### config.mk
export PLATFORM = sky130hd
export DESIGN_NAME = player_motion
export DESIGN_NICKNAME = d
export VERILOG_FILES = /design/src/rtl/player_pkg.sv /design/src/rtl/motion_arc.sv /design/src/rtl/player_motion.sv
export SDC_FILE = /design/constraint.sdc
export NUM_CORES = 1
export LEC_CHECK = 0
export BUFFER_PORTS_ARGS = -buffer_cell sky130_fd_sc_hd__buf_4
export CORE_ASPECT_RATIO = 1.2
export CORE_UTILIZATION = 61
export CTS_BUF_LIST = sky130_fd_sc_hd__clkbuf_16
export CTS_CLUSTER_SIZE = 20
export DETAILED_ROUTE_END_ITERATION = 8
export GPL_ROUTABILITY_DRIVEN = 1
export GPL_TIMING_DRIVEN = 0
export PLACE_DENSITY = 0.91
export SYNTH_ARGS = -nofsm -noshare
export SYNTH_HDL_FRONTEND = slang
export SYNTH_SLANG_ARGS = --single-unit
export TNS_END_PERCENT = 1
### constraint.sdc
create_clock -name clk -period 13.94 [get_ports clk]
set_clock_uncertainty 0.1 [all_clocks]
set_input_delay 2.091 -clock clk [delete_from_list [all_inputs] [get_ports clk]]
set_output_delay 2.091 -clock clk [all_outputs]
set_load 0.02 [all_outputs]
### src/rtl/player_pkg.sv
// rtl/player_pkg.sv - shared state encoding, widths and saturating helpers for player_motion
package player_pkg;

    localparam int POS_W = 10;
    localparam int VEL_W = POS_W + 2;

    typedef enum logic [1:0] {
        ST_IDLE  = 2'd0,
        ST_WALK  = 2'd1,
        ST_AIR   = 2'd2,
        ST_KNOCK = 2'd3
    } state_t;

    typedef logic signed [VEL_W-1:0] svel_t;

    function automatic svel_t clamp_s(input svel_t v, input svel_t lo, input svel_t hi);
        svel_t r;
        if (v < lo)
            r = lo;
        else if (v > hi)
            r = hi;
        else
            r = v;
        return r;
    endfunction

    function automatic svel_t abs_s(input svel_t v);
        return (v < 0) ? -v : v;
    endfunction

endpackage

### src/rtl/motion_arc.sv
// rtl/motion_arc.sv - vertical velocity register, gravity integration and landing detect
module motion_arc
    import player_pkg::*;
#(
    parameter int POS_WIDTH = POS_W,
    parameter int GROUND_Y  = 400,
    parameter int JUMP_VEL  = 12,
    parameter int GRAVITY   = 1
) (
    input  logic                 clk,
    input  logic                 reset_n,
    input  logic                 start,
    input  logic                 step,
    input  logic [POS_WIDTH-1:0] pos_y,
    output logic [POS_WIDTH-1:0] pos_y_next,
    output logic                 landed,
    output logic                 air
);

    svel_t vy;
    svel_t vy_eff;
    svel_t y_sum;
    logic  do_step;

    // Takeoff applies the first arc step on the same frame, using the launch velocity.
    always_comb begin
        vy_eff     = start ? svel_t'(-JUMP_VEL) : vy;
        do_step    = start || (step && air);
        y_sum      = svel_t'({2'b00, pos_y}) + vy_eff;
        landed     = do_step && (y_sum >= svel_t'(GROUND_Y));
        pos_y_next = pos_y;
        if (landed)
            pos_y_next = POS_WIDTH'(GROUND_Y);
        else if (do_step)
            pos_y_next = POS_WIDTH'(clamp_s(y_sum, '0, svel_t'(GROUND_Y)));
    end

    always_ff @(posedge clk or negedge reset_n) begin
        if (!reset_n) begin
            vy  <= '0;
            air <= 1'b0;
        end else if (do_step) begin
            if (landed) begin
                vy  <= '0;
                air <= 1'b0;
            end else begin
                vy  <= vy_eff + svel_t'(GRAVITY);
                air <= 1'b1;
            end
        end
    end

endmodule

### src/rtl/player_motion.sv
// rtl/player_motion.sv - per-fighter frame-rate motion controller (walk, jump arc, knockback, blocking)
module player_motion
    import player_pkg::*;
#(
    parameter int POS_WIDTH  = POS_W,
    parameter int GROUND_Y   = 400,
    parameter int START_X    = 100,
    parameter int MIN_X      = 40,
    parameter int MAX_X      = 600,
    parameter int WALK_SPEED = 2,
    parameter int AIR_SPEED  = 3,
    parameter int JUMP_VEL   = 12,
    parameter int GRAVITY    = 1,
    parameter int MIN_GAP    = 32,
    parameter int KB_FRAMES  = 8,
    parameter int KB_SPEED   = 4
) (
    input  logic                 clk,
    input  logic                 reset_n,
    input  logic                 SCEN,
    input  logic                 move_enable,
    input  logic                 move_left,
    input  logic                 move_right,
    input  logic                 jump,
    input  logic                 hit,
    input  logic [POS_WIDTH-1:0] opponent_x,
    output logic [POS_WIDTH-1:0] pos_x,
    output logic [POS_WIDTH-1:0] pos_y,
    output logic                 facing_right,
    output logic [1:0]           state,
    output logic                 jump_active,
    output logic                 move_active,
    output logic                 landed
);

    localparam int CNT_W = $clog2(KB_FRAMES + 1);

    state_t               st, st_n;
    svel_t                vx, vx_n;
    logic [CNT_W-1:0]     kb_cnt, kb_cnt_n;
    logic                 kb_left, kb_left_n;
    logic                 hit_l, facing_n;
    logic                 update, hit_now, one_dir, grounded_ctl, blocked;
    logic                 arc_start, arc_step, arc_land, air;
    svel_t                dx, x_raw, x_cl, x_cur, opp_s, dist_old, dist_new;
    logic [POS_WIDTH-1:0] x_n, y_n;

    assign update       = SCEN && move_enable;
    assign hit_now      = hit_l || hit;
    assign one_dir      = move_left ^ move_right;
    assign grounded_ctl = (st == ST_IDLE) || (st == ST_WALK);
    assign arc_start    = update && !hit_now && grounded_ctl && jump;
    assign arc_step     = update && (hit_now || st == ST_AIR || st == ST_KNOCK);

    motion_arc #(
        .POS_WIDTH (POS_WIDTH),
        .GROUND_Y  (GROUND_Y),
        .JUMP_VEL  (JUMP_VEL),
        .GRAVITY   (GRAVITY)
    ) u_arc (
        .clk        (clk),
        .reset_n    (reset_n),
        .start      (arc_start),
        .step       (arc_step),
        .pos_y      (pos_y),
        .pos_y_next (y_n),
        .landed     (arc_land),
        .air        (air)
    );

    always_comb begin
        st_n      = st;
        vx_n      = vx;
        kb_cnt_n  = kb_cnt;
        kb_left_n = kb_left;
        dx        = '0;

        if (hit_now) begin
            st_n      = ST_KNOCK;
            kb_cnt_n  = CNT_W'(KB_FRAMES);
            kb_left_n = pos_x < opponent_x;
            vx_n      = '0;
        end else begin
            case (st)
                ST_IDLE, ST_WALK: begin
                    if (jump) begin
                        st_n = ST_AIR;
                        if (!one_dir)
                            vx_n = '0;
                        else
                            vx_n = move_right ? svel_t'(AIR_SPEED) : -svel_t'(AIR_SPEED);
                        dx = vx_n;
                    end else if (one_dir) begin
                        st_n = ST_WALK;
                        dx   = move_right ? svel_t'(WALK_SPEED) : -svel_t'(WALK_SPEED);
                    end else begin
                        st_n = ST_IDLE;
                    end
                end
                ST_AIR: begin
                    dx = vx;
                    if (arc_land) begin
                        st_n = ST_IDLE;
                        vx_n = '0;
                    end
                end
                ST_KNOCK: begin
                    dx       = kb_left ? -svel_t'(KB_SPEED) : svel_t'(KB_SPEED);
                    kb_cnt_n = kb_cnt - CNT_W'(1);
                    if (kb_cnt == CNT_W'(1))
                        st_n = (air && !arc_land) ? ST_AIR : ST_IDLE;
                end
                default: st_n = ST_IDLE;
            endcase
        end

        // Saturate in the wider signed domain so steps past either wall never wrap.
        x_cur    = svel_t'({2'b00, pos_x});
        opp_s    = svel_t'({2'b00, opponent_x});
        x_raw    = x_cur + dx;
        x_cl     = clamp_s(x_raw, svel_t'(MIN_X), svel_t'(MAX_X));
        dist_old = abs_s(x_cur - opp_s);
        dist_new = abs_s(x_cl - opp_s);
        blocked  = (st_n == ST_WALK) && !hit_now && !air &&
                   (dist_new < svel_t'(MIN_GAP)) && (dist_new < dist_old);
        x_n      = blocked ? pos_x : POS_WIDTH'(x_cl);

        if ((st_n == ST_AIR) && (x_raw != x_cl))
            vx_n = '0;

        facing_n = facing_right;
        if (!hit_now && grounded_ctl && !jump && (x_n != opponent_x))
            facing_n = x_n < opponent_x;
    end

    always_ff @(posedge clk or negedge reset_n) begin
        if (!reset_n) begin
            st           <= ST_IDLE;
            vx           <= '0;
            kb_cnt       <= '0;
            kb_left      <= 1'b0;
            hit_l        <= 1'b0;
            pos_x        <= POS_WIDTH'(START_X);
            pos_y        <= POS_WIDTH'(GROUND_Y);
            facing_right <= 1'b1;
            move_active  <= 1'b0;
            landed       <= 1'b0;
        end else begin
            landed <= 1'b0;
            if (update)
                hit_l <= 1'b0;
            else if (hit)
                hit_l <= 1'b1;
            if (update) begin
                st           <= st_n;
                vx           <= vx_n;
                kb_cnt       <= kb_cnt_n;
                kb_left      <= kb_left_n;
                pos_x        <= x_n;
                pos_y        <= y_n;
                facing_right <= facing_n;
                move_active  <= (x_n != pos_x) || (y_n != pos_y);
                landed       <= arc_land;
            end
        end
    end

    assign state       = st;
    assign jump_active = (st == ST_AIR) || ((st == ST_KNOCK) && air);

endmodule

==> results.sh, run 1 <==
export IMPL_status="finished, final reports clean"
export IMPL_met2_usage=0.6181
export IMPL_globalplace_congestion=0.9629
export IMPL_fin_ws_ps=1639
export IMPL_finalCoreUtilization=0.6992
export IMPL_slew_headroom=0.07995
export IMPL_grt_pass1_vias=6044
export IMPL_rows=39
export IMPL_worstSetupEndpointType="flop"
export IMPL_cts_tree="built"
export IMPL_area_growth_syn_to_layout_pct=10.47
export IMPL_rsz0062_at_grt="no"
export IMPL_place_ws_ps=1585
export IMPL_min_from="u_arc.vy[9]$_DFFE_PN0N_"
export IMPL_synthesis_area_um2=6085
export IMPL_ys_seq_area_frac=0.1947
export IMPL_period_minus_slack_ps=12300
export IMPL_seqPwrFrac=0.143
export IMPL_busiest_layer="met2"
export IMPL_track_usage=0.3272
export IMPL_criticalPathCategory="in -> reg"
export IMPL_clk_latency_ps=290
export IMPL_p_per_area_nw_per_um2=259.0
export IMPL_postCtsSetupBuffers=0
export IMPL_avgSynthCellArea_um2=7.912
export IMPL_clock_sinks=47
export IMPL_cts_max_level=2
export IMPL_syn_instance_count=769
export IMPL_post_cts_resized=0
export IMPL_switching_share=0.5300
export IMPL_startpoint_type="primary input"
export IMPL_ys_async_sr_fraction=1.000
export IMPL_vias_per_cell=6.530
export IMPL_grt_overflow=0
export IMPL_synth_edf_count=0
export IMPL_core_area_um2=9613
export IMPL_leakage_nw=3.043
export IMPL_setup_viol=0
export IMPL_synth_top_area_frac=0.1645
export IMPL_finalHoldViolations=0
export IMPL_die_y_um=111.4
export IMPL_ant_nets=0
export IMPL_power_frac_clock=0.070
export IMPL_cts_hold_fix_buffers=0
export IMPL_ys_seq_elements=47
export IMPL_wl_per_cell_um=17.75
export IMPL_fin_nets=909
export IMPL_cts_buffer_depth=2
export IMPL_r2r_cells=40
export IMPL_initial_core_util=0.6330
export IMPL_synth_flop_cell="dfrtp_1"
export IMPL_min_path_type="reg -> reg"
export IMPL_required_ps=14060
export IMPL_worst_slew_pin_slew_ps=1362
export IMPL_cts_root_buf="clkbuf_16"
export IMPL_clock_fmax_mhz=81.30
export IMPL_vias=6164
export IMPL_grt_first_pass_wirelength_um=27410
export IMPL_firstDrtPassIters=6
export IMPL_drv_cap=0
export IMPL_io_buffers=43
export IMPL_use_met1=0.3633
export IMPL_dieArea_um2=10380
export IMPL_crit_start="hit"
export IMPL_die_x_um=93.17
export IMPL_r2r_start="state[1]$_DFFE_PN0P_"
export IMPL_power_switching_mw=0.9225
export IMPL_drive_above_1_share=0.1206
export IMPL_met3_usage=0.03279
export IMPL_synth_top_cell_by_area="dfrtp_1"
export IMPL_grt_max_degree=48
export IMPL_combPwrFrac=0.788
export IMPL_slowest_stage="o311ai_0"
export IMPL_diodes=0
export IMPL_yosys_cell_types_count=77
export IMPL_clk_pin_slew_ps=70
export IMPL_cts_buffers=5
export IMPL_whs_path_depth=2
export IMPL_finalPower_mw=1.741
export IMPL_hpwl_um=13500
export IMPL_synth_warnings=0
export IMPL_p_int_mw=0.8181
export IMPL_peakVddDrop_uv=253.2
export IMPL_timing_final_crit_share=0.8824
export IMPL_synth_area_leaders="dfrtp_1 16%, ha_1 14%, o21ai_0 5.5%"
export IMPL_dr_first_iter_drc_count=434
export IMPL_drc=0
export IMPL_antenna_found_initial=0
export IMPL_arrival_ps=12420
export IMPL_setup_tns_ps=0
export IMPL_path_common_cell="a21oi_1"
export IMPL_num_io_pins=44
export IMPL_syn_num_nets=858
export IMPL_critPathMaxStageDelay_ps=710
export IMPL_drv_slew=0
export IMPL_critical_path_max_fanout=10
export IMPL_wl_um=16750
-- flip-flops by register name, summed over array words and instances (netlist names), 2 cells and up --
signal and cells:
pos_x 10, u_arc.vy 12, pos_y 10, kb_cnt 4, vx 3, state 2
-- cell usage after synthesis (14+ instances only) --
library cell  instances
xnor2_1              33
nor3_1               25
o21ai_0              67
nor2_1               58
nand2_1              55
nand3_1              19
clkbuf_1             15
ha_1                 67
a21oi_1              51
mux2_2               23
xor2_1               16
inv_1                54
nand2b_1             14
dfrtp_1              40
-- cell type report --
type | instances | area, µm²
clock buffers | 5 | 125.1
plain buffers | 16 | 67.56
multi-input cells | 652 | 4634
fillers | 768 | 2892
inverters | 54 | 202.7
well taps | 123 | 153.9
repair buffers | 44 | 334.1
clock inverters | 3 | 18.77
flip-flops and latches | 47 | 1185
-- power by group through the flow --
| stage | clock (mW) | sequential (mW) | combinational, mW |
|---|---|---|---|
| floorplan | 0 | 0.261 | 0.989 |
| global placement | 0 | 0.245 | 1.27 |
| detailed placement | 0 | 0.247 | 1.34 |
| CTS | 0.121 | 0.245 | 1.35 |
| global route | 0.128 | 0.253 | 1.50 |
| finish | 0.121 | 0.249 | 1.37 |
-- worst max-delay path: cells and delay by family --
family	cells	cell delay (ps)
XOR/XNOR	1	420
AND/OR/NAND/NOR	10	1970
multiplexers	2	770
AO/OA/AOI/OAI	20	5230
buffers and inverters	2	360
adder cells (fa/ha/maj)	5	1580
-- worst paths after layout --
kind / to / slack [ps]
setup / recovery: facing_right$_DFFE_PN1P_ / 1640
hold / removal: u_arc.vy[9]$_DFFE_PN0N_ / 390
setup reg to reg: facing_right$_DFFE_PN1P_ / 3030
hold reg to reg: u_arc.vy[9]$_DFFE_PN0N_ / 390
max in group asynchronous: kb_cnt[1]$_DFFE_PN0P_ / 11620
min in group asynchronous: pos_y[6]$_DFFE_PN0P_ / 1690
-- per-layer routing --
metal	up-vias	wire length, µm	part of all wire
met4	0	576	0.034
met5	-	0	0
met2	217	8872	0.53
met1	2905	6710	0.40
met3	44	592	0.035
li1	2998	-	-
-- stage by stage --
step,hold WS [ps],std cells,cell area [µm²]
3_3_place_gp,366.3,935,6561
2_1_floorplan,350.5,769,6085
6_report,391.5,944,6721
5_1_grt,423.0,944,6721
4_1_cts,394.4,944,6721
3_5_place_dp,380.0,936,6578
-- cell usage in the layout, fill, tap and decap left out, types with 5 or more instances in the layout --
cell type	n
o21ai_0	67
ha_1	67
nor2_1	58
nand2_1	55
inv_1	54
a21oi_1	51
buf_4	43
dfrtp_1	40
xnor2_1	33
nor3_1	25
mux2_2	23
nand3_1	19
xor2_1	16
clkbuf_1	15
nand2b_1	14
a31oi_1	13
a21o_1	13
nor2b_1	12
a211oi_1	11
o211ai_1	11
or3_1	10
o21a_1	10
and3_1	9
nand4_1	8
nor4_1	7
dfstp_2	7
o31ai_1	6
and2_1	6
or2_2	5
a311oi_1	5
a211o_1	5
clkbuf_16	5
-- cell families (layout without fill, tap and decap cells) --
family	count (synthesis)	count (layout)	synth area share
AO/OA/AOI/OAI	253	253	0.2782
AND/OR/NAND/NOR	249	249	0.2091
adder cells (fa/ha/maj)	72	72	0.1526
buffers and inverters	70	122	0.04442
XOR/XNOR	49	49	0.07053
flip-flops	47	47	0.1947
multiplexers	27	27	0.04915
other	2	2	0.001234
No activity file was read; power rests on OpenSTA's default activity.
==> run 2, diff against run 1 <==
--- a/config.mk
+++ b/config.mk
@@ -5,15 +5,16 @@
 export SDC_FILE = /design/constraint.sdc
 export NUM_CORES = 1
 export LEC_CHECK = 0
+export ABC_AREA = 1
 export BUFFER_PORTS_ARGS = -buffer_cell sky130_fd_sc_hd__buf_4
 export CORE_ASPECT_RATIO = 1.2
-export CORE_UTILIZATION = 61
+export CORE_UTILIZATION = 56
 export CTS_BUF_LIST = sky130_fd_sc_hd__clkbuf_16
 export CTS_CLUSTER_SIZE = 20
 export DETAILED_ROUTE_END_ITERATION = 8
 export GPL_ROUTABILITY_DRIVEN = 1
 export GPL_TIMING_DRIVEN = 0
-export PLACE_DENSITY = 0.91
+export PLACE_DENSITY = 0.85
 export SYNTH_ARGS = -nofsm -noshare
 export SYNTH_HDL_FRONTEND = slang
 export SYNTH_SLANG_ARGS = --single-unit
==> results.sh, run 2 <==
export IMPL_synth_flop_cell="dfrtp_1"
export IMPL_grt_max_degree=48
export IMPL_arrival_ps=9750
export IMPL_grt_pass1_vias=5948
export IMPL_drv_slew=0
export IMPL_vias_per_cell=5.488
export IMPL_clock_sinks=47
export IMPL_initial_core_util=0.5809
export IMPL_synth_common_cells="272 x nand2_1, 174 x inv_1, 88 x nand3_1"
export IMPL_setup_viol=0
export IMPL_dieArea_um2=11440
export IMPL_startpoint_type="primary input"
export IMPL_area_growth_syn_to_layout_pct=10.57
export IMPL_synth_warnings=0
export IMPL_slowest_stage="fa_1"
export IMPL_crit_buf_inv=7
export IMPL_cts_buffers=5
export IMPL_rsz0062_at_grt="no"
export IMPL_vias=6432
export IMPL_synth_area_leaders="nand2_1 17%, dfrtp_1 16%, ha_1 14%"
export IMPL_timing_final_crit_share=0.6936
export IMPL_hpwl_um=13130
export IMPL_ys_async_sr_fraction=1.000
export IMPL_dr_first_iter_drc_count=399
export IMPL_clock_fmax_mhz=103.4
export IMPL_reg_largest_list="u_arc.vy x12, pos_x x10, pos_y x10"
export IMPL_placed_cell_area_um2=6653
export IMPL_drv_cap=0
export IMPL_drive_above_1_share=0.09204
export IMPL_path_common_cell="nand2_1"
export IMPL_finalHoldViolations=0
export IMPL_synth_edf_count=0
export IMPL_largest_reg_flops=12
export IMPL_grt_overflow=0
export IMPL_yosysMostFrequentCell="nand2_1"
export IMPL_wl_um=16130
export IMPL_nFillCells=988
export IMPL_track_usage=0.2917
export IMPL_die_y_um=117.0
export IMPL_post_cts_resized=0
export IMPL_cts_buffer_depth=2
export IMPL_rrSetupSlack_ps=5800
export IMPL_clk_pin_slew_ps=70
export IMPL_synth_top_cell_by_area="nand2_1"
export IMPL_ys_seq_area_frac=0.1921
export IMPL_postCtsSetupBuffers=0
export IMPL_synth_top_area_frac=0.1655
export IMPL_critical_path_max_fanout=10
export IMPL_period_minus_slack_ps=9669
export IMPL_antenna_found_initial=0
export IMPL_syn_num_nets=1081
export IMPL_cts_hold_fix_buffers=0
export IMPL_slew_headroom=0.5862
export IMPL_r2r_start="hit_l$_DFFE_PN0P_"
export IMPL_firstDrtPassIters=7
export IMPL_critPathMaxStageDelay_ps=440
export IMPL_wl_per_cell_um=13.76
export IMPL_whs_ps=384.9
export IMPL_drc=3
export IMPL_avgSynthCellArea_um2=6.218
export IMPL_hold_end="kb_left$_DFFE_PN0P_"
export IMPL_fin_nets=1131
export IMPL_min_from="kb_left$_DFFE_PN0P_"
export IMPL_whs_path_depth=1
export IMPL_yosys_cell_types_count=47
export IMPL_layout_common_cells="272 x nand2_1, 174 x inv_1, 88 x nand3_1, 81 x nor2_1, 67 x ha_1"
export IMPL_worstSetupEndpointType="flop"
export IMPL_cts_max_level=2
export IMPL_place_ws_ps=4103
export IMPL_num_io_pins=44
export IMPL_setup_tns_ps=0
export IMPL_violations="DRC"
export IMPL_finalInstanceArea_um2=6820
export IMPL_cts_root_buf="clkbuf_16"
export IMPL_finalPower_mw=1.870
export IMPL_io_buffers=43
export IMPL_status="finished with violations"
export IMPL_worst_slew_pin_slew_ps=620.7
export IMPL_final_common_cell="nand2_1"
export IMPL_grt_first_pass_wirelength_um=26570
export IMPL_r2r_cells=50
export IMPL_die_x_um=97.81
export IMPL_ant_nets=0
export IMPL_core_area_um2=10620
export IMPL_rows=41
export IMPL_diodes=0
export IMPL_p_per_area_nw_per_um2=274.1
export IMPL_r2r_end="facing_right$_DFFE_PN1P_"
export IMPL_cts_tree="built"
export IMPL_cp_top_family="simple AND/OR/NAND/NOR gates"
export IMPL_required_ps=14020
export IMPL_synthesis_area_um2=6168
export IMPL_leakage_nw=3.881
export IMPL_criticalPathCategory="in -> reg"
export IMPL_ys_seq_elements=47
export IMPL_fin_ws_ps=4271
export IMPL_min_path_type="reg -> reg"
export IMPL_top_register="u_arc.vy"
export IMPL_peakVddDrop_uv=131.0
export IMPL_globalplace_congestion=0.9467
export IMPL_clk_latency_ps=290
export IMPL_syn_instance_count=992
-- run 2: cell count changes in the layout (fill, tap and decap cells not counted), moves of 12 or more --
cell and change:
nor2_1 +23, nand2b_1 -14, xnor2_1 -25, inv_1 +120, nor3_1 -13, nand2_1 +217
nand3_1 +69, nand4_1 +15, mux2_2 -23, nor2b_1 -12, o21ai_0 -33, o21ai_1 +14
-- run 2: how the worst max path moves through the flow --
stage	start	end	slack (ps)	cells past startpoint
after floorplan	move_left	facing_right$_DFFE_PN1P_	5270	52
after global placement	hit	facing_right$_DFFE_PN1P_	4250	53
after detailed placement	hit	facing_right$_DFFE_PN1P_	4100	51
after CTS	hit	facing_right$_DFFE_PN1P_	4360	51
after global routing	hit	facing_right$_DFFE_PN1P_	3500	53
final	hit	facing_right$_DFFE_PN1P_	4270	51
-- run 2: where the power goes --
group	switching (mW)	internal [mW]
Clock	0.0544	0.0847
Sequential	0.0564	0.188
Combinational	0.943	0.543
-- run 2: area by class of cell --
cell class              instances  area [µm²]  area share
well taps                     129       161.4     0.02367
inverters                     185       694.4      0.1018
clock inverters                 3       42.54    0.006237
flip-flops and latches         47        1185      0.1737
plain buffers                  16       96.34     0.01413
repair buffers                 43       322.8     0.04733
clock buffers                   5       125.1     0.01835
multi-input cells             744        4193      0.6147
-- run 2: kinds of logic after synthesis --
group | Yosys count | share of synthesized area
adder cells (fa/ha/maj) | 71 | 0.1489
flip-flops | 47 | 0.1921
multiplexers | 1 | 0.001623
AO/OA/AOI/OAI | 126 | 0.1150
AND/OR/NAND/NOR | 510 | 0.3635
buffers and inverters | 201 | 0.1282
other | 2 | 0.001217
XOR/XNOR | 34 | 0.04949
-- run 2: metrics by stage --
stage                       util  cells
final                     0.6423   1172
after global routing      0.6423   1172
after CTS                 0.6423   1172
after detailed placement  0.6265   1164
after global placement    0.6265   1164
after floorplan                -    992
-- run 2: worst register-to-register path, delay by kind of cell, from the launching register on --
kind	cells	cell delay, ps
AO/OA/AOI/OAI	7	1280
buffers and inverters	6	720
AND/OR/NAND/NOR	30	3420
adder cells (fa/ha/maj)	6	1920
XOR/XNOR	1	230
flip-flops	1	390
-- run 2: per-layer routing --
metal  global-route usage  wire [µm]
met1               0.3182       6309
met4               0.1747        778
met2               0.5428       8157
met5                    0          0
met3              0.04335        887
==> run 3, diff against run 2 <==
==> constraint.sdc (replaced) <==
create_clock -name clk -period 9 [get_ports clk]
set_clock_uncertainty 0.1 [all_clocks]
set_input_delay 1.35 -clock clk [delete_from_list [all_inputs] [get_ports clk]]
set_output_delay 1.35 -clock clk [all_outputs]
set_load 0.02 [all_outputs]
==> results.sh, run 3 (synthesis results as in run 2) <==
export IMPL_final_common_cell="nand2_1"
export IMPL_layout_common_cells="270 x nand2_1, 171 x inv_1, 88 x nand3_1, 78 x nor2_1, 62 x ha_1"
export IMPL_wl_um=16790
export IMPL_vias=6630
export IMPL_num_io_pins=44
export IMPL_reg_largest_list="u_arc.vy x12, pos_x x10, pos_y x10"
export IMPL_largest_reg_flops=12
export IMPL_path_common_cell="nand2_1"
export IMPL_dr_wl_met3_um=1000
export IMPL_wl_per_cell_um=14.20
export IMPL_drive_above_1_share=0.1330
export IMPL_io_buffers=43
export IMPL_clk_latency_ps=290
export IMPL_top_register="u_arc.vy"
export IMPL_area_growth_syn_to_layout_pct=15.42
export IMPL_grt_overflow=0
export IMPL_drc=2
export IMPL_clock_fmax_mhz=118.8
export IMPL_rrSetupSlack_ps=1360
export IMPL_criticalPathCategory="in -> reg"
export IMPL_drv_slew=0
export IMPL_cts_max_level=2
export IMPL_die_y_um=117.0
export IMPL_diodes=0
export IMPL_slew_headroom=0.5924
export IMPL_status="finished with violations"
export IMPL_dieArea_um2=11440
export IMPL_place_ws_ps=-96.35
export IMPL_arrival_ps=8510
export IMPL_worstSetupEndpointType="flop"
export IMPL_rows=41
export IMPL_dr_first_iter_drc_count=512
export IMPL_worst_slew_pin_slew_ps=611.4
export IMPL_clk_pin_slew_ps=70
export IMPL_antenna_found_initial=0
export IMPL_globalplace_congestion=0.9467
export IMPL_critPathMaxStageDelay_ps=470
export IMPL_fin_ws_ps=580.7
export IMPL_die_x_um=97.81
export IMPL_cts_tree="built"
export IMPL_drv_cap=0
export IMPL_core_area_um2=10620
export IMPL_ant_nets=0
export IMPL_critical_path_max_fanout=10
export IMPL_initial_core_util=0.5809
export IMPL_routed_top_layer="met4"
export IMPL_cp_top_family="simple AND/OR/NAND/NOR gates"
export IMPL_crit_buf_inv=9
export IMPL_hpwl_um=13130
export IMPL_grt_max_degree=48
export IMPL_min_path_type="reg -> reg"
export IMPL_vias_per_cell=5.609
export IMPL_clock_sinks=47
export IMPL_met1_length_um=6374
export IMPL_firstDrtPassIters=7
export IMPL_grt_pass1_vias=5948
export IMPL_timing_final_crit_share=0.9355
export IMPL_violations="DRC"
export IMPL_required_ps=9090
export IMPL_period_minus_slack_ps=8419
export IMPL_fin_nets=1141
export IMPL_track_usage=0.2917
export IMPL_finalHoldViolations=0
export IMPL_finalCoreUtilization=0.6704
export IMPL_grt_first_pass_wirelength_um=26570
export IMPL_slowest_stage="fa_2"
export IMPL_startpoint_type="primary input"
export IMPL_setup_viol=0
export IMPL_wl_met2_um=8531
export IMPL_cts_root_buf="clkbuf_16"
export IMPL_cts_buffer_depth=2
export IMPL_cts_buffers=5
-- run 3: worst paths after layout --
path / start / to / depth (start not counted)
setup / recovery: hit / facing_right$_DFFE_PN1P_ / 53
hold / removal: kb_cnt[3]$_DFFE_PN0P_ / kb_cnt[3]$_DFFE_PN0P_ / 1
setup reg to reg: hit_l$_DFFE_PN0P_ / facing_right$_DFFE_PN1P_ / 52
hold reg to reg: kb_cnt[3]$_DFFE_PN0P_ / kb_cnt[3]$_DFFE_PN0P_ / 1
max in group asynchronous: reset_n / pos_y[6]$_DFFE_PN0P_ / 1
min in group asynchronous: reset_n / pos_x[8]$_DFFE_PN0P_ / 1
-- run 3: cell type report --
type	count	area, µm²
flip-flops and latches	47	1185
clock buffers	5	125.1
plain buffers	16	112.6
inverters	185	694.4
fillers	929	3500
multi-input cells	744	4400
clock inverters	3	42.54
well taps	129	161.4
repair buffers	53	397.9
-- run 3: per-stage QoR --
step                setup TNS (ps)  cells  instance area [µm²]  hold WS [ps]
floorplan                        0    992                 6168         350.1
global placement                 0   1164                 6653         366.3
detailed placement          -96.35   1164                 6653         371.8
CTS                              0   1172                 6820         386.2
global route                -32.18   1182                 7119         412.7
finish                           0   1182                 7119         390.1
-- run 3: per-layer routing --
layer / global-route usage / vias up
li1: - / 3308
met1: 0.3182 / 3003
met2: 0.5428 / 243
met3: 0.04335 / 76
met4: 0.1747 / 0
met5: 0 / -
-- run 3: worst register-to-register path, delay by kind of cell, from the launching register on --
| kind | cells | cell delay [ps] |
|---|---|---|
| buffers and inverters | 8 | 740 |
| DFF | 1 | 410 |
| AOI/OAI and AO/OA | 7 | 1060 |
| xor gates and xnor gates | 1 | 260 |
| adders and majority gates | 7 | 1960 |
| and+or+nand+nor | 29 | 3020 |
-- run 3: what timing repair did --
action,in CTS,in global routing
endpoints found under the hold margin,0,0
setup buffers,0,10
resized for setup,0,51
hold buffers,0,0
endpoints found under the setup margin,0,1
Power of run 3 is not shown: default switching activity piles up to over one toggle a cycle in this logic, so the estimate is an artifact.
